### src/rtl/low_araddr_ar_issue.sv
// Read side of the low_araddr FIFO: pops {beats_m1, addr} requests and splits them into AXI4 INCR
// AR bursts of at most MAX_BURST beats, with at most MAX_OUTSTANDING bursts open. Macro: AR_4K_SPLIT_EN.
module low_araddr_ar_issue #(
    parameter int ADDR_W          = 32,
    parameter int LEN_W           = 16,
    parameter int DATA_BYTES      = 32,
    parameter int MAX_BURST       = 16,
    parameter int MAX_OUTSTANDING = 8,
    parameter int AR_ID           = 0
) (
    input  logic                    rd_clk,
    input  logic                    rd_rst,
    input  logic [LEN_W+ADDR_W-1:0] fifo_rd_data,
    input  logic                    fifo_rd_empty,
    output logic                    fifo_rd_en,
    output logic [ADDR_W-1:0]       m_araddr,
    output logic [7:0]              m_arlen,
    output logic [2:0]              m_arsize,
    output logic [1:0]              m_arburst,
    output logic [3:0]              m_arid,
    output logic                    m_arvalid,
    input  logic                    m_arready,
    input  logic                    m_rlast_hs,
    output logic [7:0]              outstanding,
    output logic                    busy
);

    localparam int SIZE  = $clog2(DATA_BYTES);
    localparam int REM_W = LEN_W + 1;
    // Wide enough for the remaining count and for a full 4 KB page of single-byte beats.
    localparam int CNT_W = (REM_W > 13) ? REM_W : 13;
    localparam logic [ADDR_W-1:0] ALIGN_MASK = ~ADDR_W'(DATA_BYTES - 1);

    typedef enum logic [1:0] {
        IDLE,
        FETCH,
        CALC,
        ISSUE
    } state_t;

    state_t            state;
    state_t            state_nxt;
    logic [ADDR_W-1:0] cur_addr;
    logic [REM_W-1:0]  remaining;
    logic [8:0]        cur_beats;
    logic [CNT_W-1:0]  beats;
    logic              ar_hs;
    logic              rl_dec;
    logic              can_issue;
    logic              last_burst;

    assign m_arsize  = 3'(SIZE);
    assign m_arburst = 2'b01;
    assign m_arid    = 4'(AR_ID);
    assign m_arvalid = (state == ISSUE);
    assign busy      = (state != IDLE);

    assign fifo_rd_en = (state == IDLE) && !fifo_rd_empty && !rd_rst;
    assign ar_hs      = m_arvalid && m_arready;
    assign rl_dec     = m_rlast_hs && (outstanding != 8'd0);
    assign can_issue  = (outstanding < 8'(MAX_OUTSTANDING));
    assign last_burst = (remaining == REM_W'(cur_beats));

`ifdef AR_4K_SPLIT_EN
    // Beats left before the next 4 KB page; cur_addr is always beat-aligned so this is >= 1.
    logic [CNT_W-1:0] to4k;
    assign to4k = CNT_W'((13'd4096 - {1'b0, cur_addr[11:0]}) >> SIZE);
`endif

    always_comb begin
        beats = CNT_W'(remaining);
        if (beats > CNT_W'(MAX_BURST)) begin
            beats = CNT_W'(MAX_BURST);
        end
`ifdef AR_4K_SPLIT_EN
        if (beats > to4k) begin
            beats = to4k;
        end
`endif
    end

    // NOTE: every combinational output gets a default first so no path leaves it unassigned (no latch).
    always_comb begin
        state_nxt = state;
        case (state)
            IDLE:    if (fifo_rd_en) state_nxt = FETCH;
            FETCH:   state_nxt = CALC;
            CALC:    if (can_issue) state_nxt = ISSUE;
            ISSUE: begin
                if (ar_hs) state_nxt = last_burst ? IDLE : CALC;
            end
            default: state_nxt = IDLE;
        endcase
    end

    // NOTE: sequential state uses non-blocking assignments so every flop samples pre-edge values.
    always_ff @(posedge rd_clk) begin
        if (rd_rst) begin
            state <= IDLE;
        end else begin
            state <= state_nxt;
        end
    end

    always_ff @(posedge rd_clk) begin
        if (rd_rst) begin
            cur_addr  <= '0;
            remaining <= '0;
            cur_beats <= '0;
            m_araddr  <= '0;
            m_arlen   <= '0;
        end else begin
            case (state)
                FETCH: begin
                    cur_addr  <= fifo_rd_data[ADDR_W-1:0] & ALIGN_MASK;
                    remaining <= REM_W'(fifo_rd_data[LEN_W+ADDR_W-1:ADDR_W]) + REM_W'(1);
                end
                CALC: begin
                    m_araddr  <= cur_addr;
                    m_arlen   <= 8'(beats - CNT_W'(1));
                    cur_beats <= beats[8:0];
                end
                ISSUE: begin
                    if (ar_hs) begin
                        cur_addr  <= cur_addr + (ADDR_W'(cur_beats) << SIZE);
                        remaining <= remaining - REM_W'(cur_beats);
                    end
                end
                default: begin
                end
            endcase
        end
    end

    // A burst opening and another closing in the same cycle leave the count unchanged.
    always_ff @(posedge rd_clk) begin
        if (rd_rst) begin
            outstanding <= 8'd0;
        end else begin
            case ({ar_hs, rl_dec})
                2'b10:   outstanding <= outstanding + 8'd1;
                2'b01:   outstanding <= outstanding - 8'd1;
                default: outstanding <= outstanding;
            endcase
        end
    end

    ar_stable_a: assert property (@(posedge rd_clk) disable iff (rd_rst)
        (m_arvalid && !m_arready) |=> (m_arvalid && $stable(m_araddr) && $stable(m_arlen)));

    outstanding_cap_a: assert property (@(posedge rd_clk) disable iff (rd_rst)
        outstanding <= 8'(MAX_OUTSTANDING));

endmodule
### config.mk
export PLATFORM = sky130hd
export DESIGN_NAME = low_araddr_ar_issue
export DESIGN_NICKNAME = d
export VERILOG_FILES = /design/src/rtl/low_araddr_ar_issue.sv
export SDC_FILE = /design/constraint.sdc
export NUM_CORES = 1
export LEC_CHECK = 0
export CAP_MARGIN = 5
export CORE_MARGIN = 2
export CORE_UTILIZATION = 40
export CTS_CLUSTER_DIAMETER = 150
export DETAILED_ROUTE_END_ITERATION = 10
export PLACE_DENSITY_LB_ADDON = 0.1
export SYNTH_ARGS = -nofsm -noshare
export SYNTH_HDL_FRONTEND = slang
export SYNTH_SLANG_ARGS = --single-unit
### constraint.sdc
create_clock -name rd_clk -period 2.7 [get_ports rd_clk]
set_input_delay 0.54 -clock rd_clk [delete_from_list [all_inputs] [get_ports rd_clk]]
set_output_delay 0.54 -clock rd_clk [all_outputs]
set_load 0.01 [all_outputs]
==> results of run 1 <==
-- per-layer routing --
layer / global-route usage / vias to the layer above / part of all wire
met2: 0.364 / 182 / 0.46
met5: 0 / - / 0
met4: 0.0908 / 0 / 0.027
met3: 0.0282 / 28 / 0.047
li1: - / 2945 / -
met1: 0.291 / 2776 / 0.46
-- logic make-up (layout without fill, tap and decap cells) --
logic type | Yosys count | in the layout
mux | 5 | 5
simple gates | 275 | 275
xor+xnor | 31 | 31
fa+ha+maj | 30 | 30
buf+inv | 86 | 195
flops | 98 | 98
compound gates | 235 | 235
other cells | 2 | 14
-- cells in the final DEF, fill, tap and decap left out, drive strengths merged, types with 4 or more instances in the layout --
master and n:
a2111oi 5, a211oi 12, a21o 11, a21oi 80, a31oi 8, and2 4
and3 8, buf 51, clkbuf 9, clkdlybuf4s50 92, clkinv 5, conb 14
dfxtp 98, ha 27, inv 37, mux2i 4, nand2 105, nand2b 8
nand3 35, nand4 6, nor2 60, nor3 21, nor4 8, o211ai 6
o21a 6, o21ai 53, o22ai 7, o2bb2ai 12, or2 4, or4 4
xnor2 17, xor2 14
-- cell type report --
cell class	count	area share
multi-input cells	590	0.484
flip-flops and latches	98	0.257
inverters	36	0.0177
clock buffers	9	0.0295
repair buffers	143	0.172
clock inverters	7	0.00886
well taps	184	0.0302
-- critical path, cell delays in order (launching register included) --
cell,delay [ns]
dfxtp_2,0.33
nor3_4,0.18
nand2_1,0.09
o41a_1,0.45
ha_4,0.22
buf_4,0.15
fa_2,0.34
a21o_1,0.21
a21oi_2,0.16
nor2b_1,0.09
o21ai_1,0.21
or4_1,0.15
nand3_1,0.06
-- through the flow --
stage | power [uW] | area, um^2 | instances
global route | 4160 | 7630 | 1067
CTS | 3970 | 7510 | 1064
detailed placement | 2660 | 7200 | 1048
floorplan | 2280 | 5920 | 774
global placement | 2640 | 7200 | 1048
finish | 3960 | 7630 | 1067
-- where the power goes --
| group | internal, uW | switching, uW |
|---|---|---|
| Sequential | 1540 | 93.3 |
| Clock | 717 | 585 |
| Combinational | 448 | 579 |
-- sequential cells by signal, summed over array words and instances (netlist names) --
signal	count
cur_beats	9
remaining	17
m_arlen	8
state	2
outstanding	8
cur_addr	27
m_araddr	27
-- what timing repair did --
action	in CTS	in global routing
resized for setup	4	13
endpoints found under the setup margin	3	2
buffers inserted	0	3
pin swaps	0	10
-- worst max path at each step --
| stage | startpoint | end | slack, ns | cells past startpoint |
|---|---|---|---|---|
| 3_5_place_dp | m_arready | outstanding[7]$_SDFFE_PP0P_ | -0.35 | 10 |
| 2_1_floorplan | outstanding[7]$_SDFFE_PP0P_ | outstanding[7]$_SDFFE_PP0P_ | 0.04 | 11 |
| 4_1_cts | outstanding[7]$_SDFFE_PP0P_ | outstanding[7]$_SDFFE_PP0P_ | 0.02 | 11 |
| 3_3_place_gp | m_arready | outstanding[7]$_SDFFE_PP0P_ | -0.28 | 10 |
| 5_1_grt | outstanding[4]$_SDFFE_PP0P_ | outstanding[7]$_SDFFE_PP0P_ | -0.21 | 11 |
| 6_report | outstanding[4]$_SDFFE_PP0P_ | outstanding[6]$_SDFFE_PP0P_ | -0.06 | 12 |
==> results.yml, run 1 <==
run_status:
  run_status: "finished with violations"
  violations: "negative setup slack"
drt:
  drc: 0
  ant_nets: 0
  wl_um: 17500
  dr.pass1.iters: 4
  vias_per_cell: 5.56
  via_count: 5931
  drt-initial-drc-count: 352
  wire_per_inst_um: 16.4
yosys:
  synth_top_area_share: 0.334
  synth_cells: 762
  avgSynthCellArea_um2: 7.71
  synth_adder_area_share: 0.0677
  netlist_area_mm2: 0.00587
  ys_top_cells_by_area: "dfxtp_1, nand2_1, a21oi_1"
  synth_cell_types: 74
  synth-simple-area-share: 0.219
  synth_most_common_cell: "nand2_1"
  synth_top_cell_by_area: "dfxtp_1"
  synth_commonest_cells: "nand2_1, dfxtp_1, a21oi_1, nor2_1, o21ai_0"
  synth.mux.area_fraction: 0.00873
  synth_compound_area_frac: 0.258
  synth_xor_xnor_area_share: 0.0462
  async_flop_share: 0
  synth-seq-area-share: 0.334
  ys_seq_elements: 98
  synth_ff_type: "dfxtp_1"
  synth_top_family_by_area: "compound AO/OA/AOI/OAI gates"
  yosys_warnings: 0
  synth-edff-count: 0
critical_path:
  crit_path_max_fanout: 6
  reg2reg_depth: 12
  critPathLaunchType: "flop"
  required_ns: 2.94
  regToRegSetupSlack_ns: -0.06
  arrival_ns: 3.00
  r2r-end: "outstanding[6]$_SDFFE_PP0P_"
  path_class: "flop to flop"
  end_kind: "flop"
  r2r-start: "outstanding[4]$_SDFFE_PP0P_"
timing:
  slew_headroom: 0.152
  setup_ws_ns: -0.0597
  grt_setup_unrepaired: "yes"
  setup_tns_ns: -0.0987
  finClkSkew_ns: 0.00397
  fin_crit_ns: 2.76
  worst_pin_slew_ns: 1.27
  period_share: 1.02
  fmax_ghz: 0.362
  setup-violations-final: 2
  final-hold-violation-count: 0
  timing.hold.ws_ns: 0.452
  slew_violations: 0
cts:
  cts_sinks: 98
  numCtsBuffers: 9
  cts_buffer_depth: 2
  cts_root_buf: "clkbuf_16"
  h-tree-depth: 3
  clock_latency_ns: 0.35
  postCtsHoldBufs: 0
  clk_pin_slew_ns: 0.07
  cts_tree: "built"
finish:
  nFillCells: 1394
  diodes: 0
  utilization: 0.529
  layout-drive-gt1-share: 0.112
  seq_area_mm2: 0.00196
  multi_input_area_mm2: 0.00369
  area_growth_pct: 29.9
  nets: 961
global_route:
  grt_max_degree: 42
  grt_overflow: 0
  antenna_found_initial: 0
  grt.total_usage: 0.220
  grt_pass1_vias: 5728
  grt_pass1_wl_um: 28100
pwr:
  leakage_uw: 0.00289
  pwr_density_cell_mw_per_mm2: 519
  ir_drop_uv: 340
placed_design:
  dp_slack_ns: -0.353
  gp_congestion: 0.916
  port_buffers: 93
  hpwlAfterDp_um: 12800
die:
  start_util: 0.407
  die-area_mm2: 0.0157
  die_x_um: 125
  ios: 113
  die_y_um: 125
  core_area_mm2: 0.0144
  rows: 44
min_path:
  holdPathStages: 2
  holdPathEnd: "m_arlen[6]$_SDFFE_PP0P_"
  holdCritStartpoint: "m_arlen[6]$_SDFFE_PP0P_"
  hold_path_class: "flop to flop"
job:
  cap_violations: 0
Power figures use the tool's default switching activity.
==> run 2: changes to the inputs <==
HOLD_SLACK_MARGIN = 0.12   (was default)
==> results of run 2 <==
The final DEF is identical to that of run 1; final timing and power are the same.
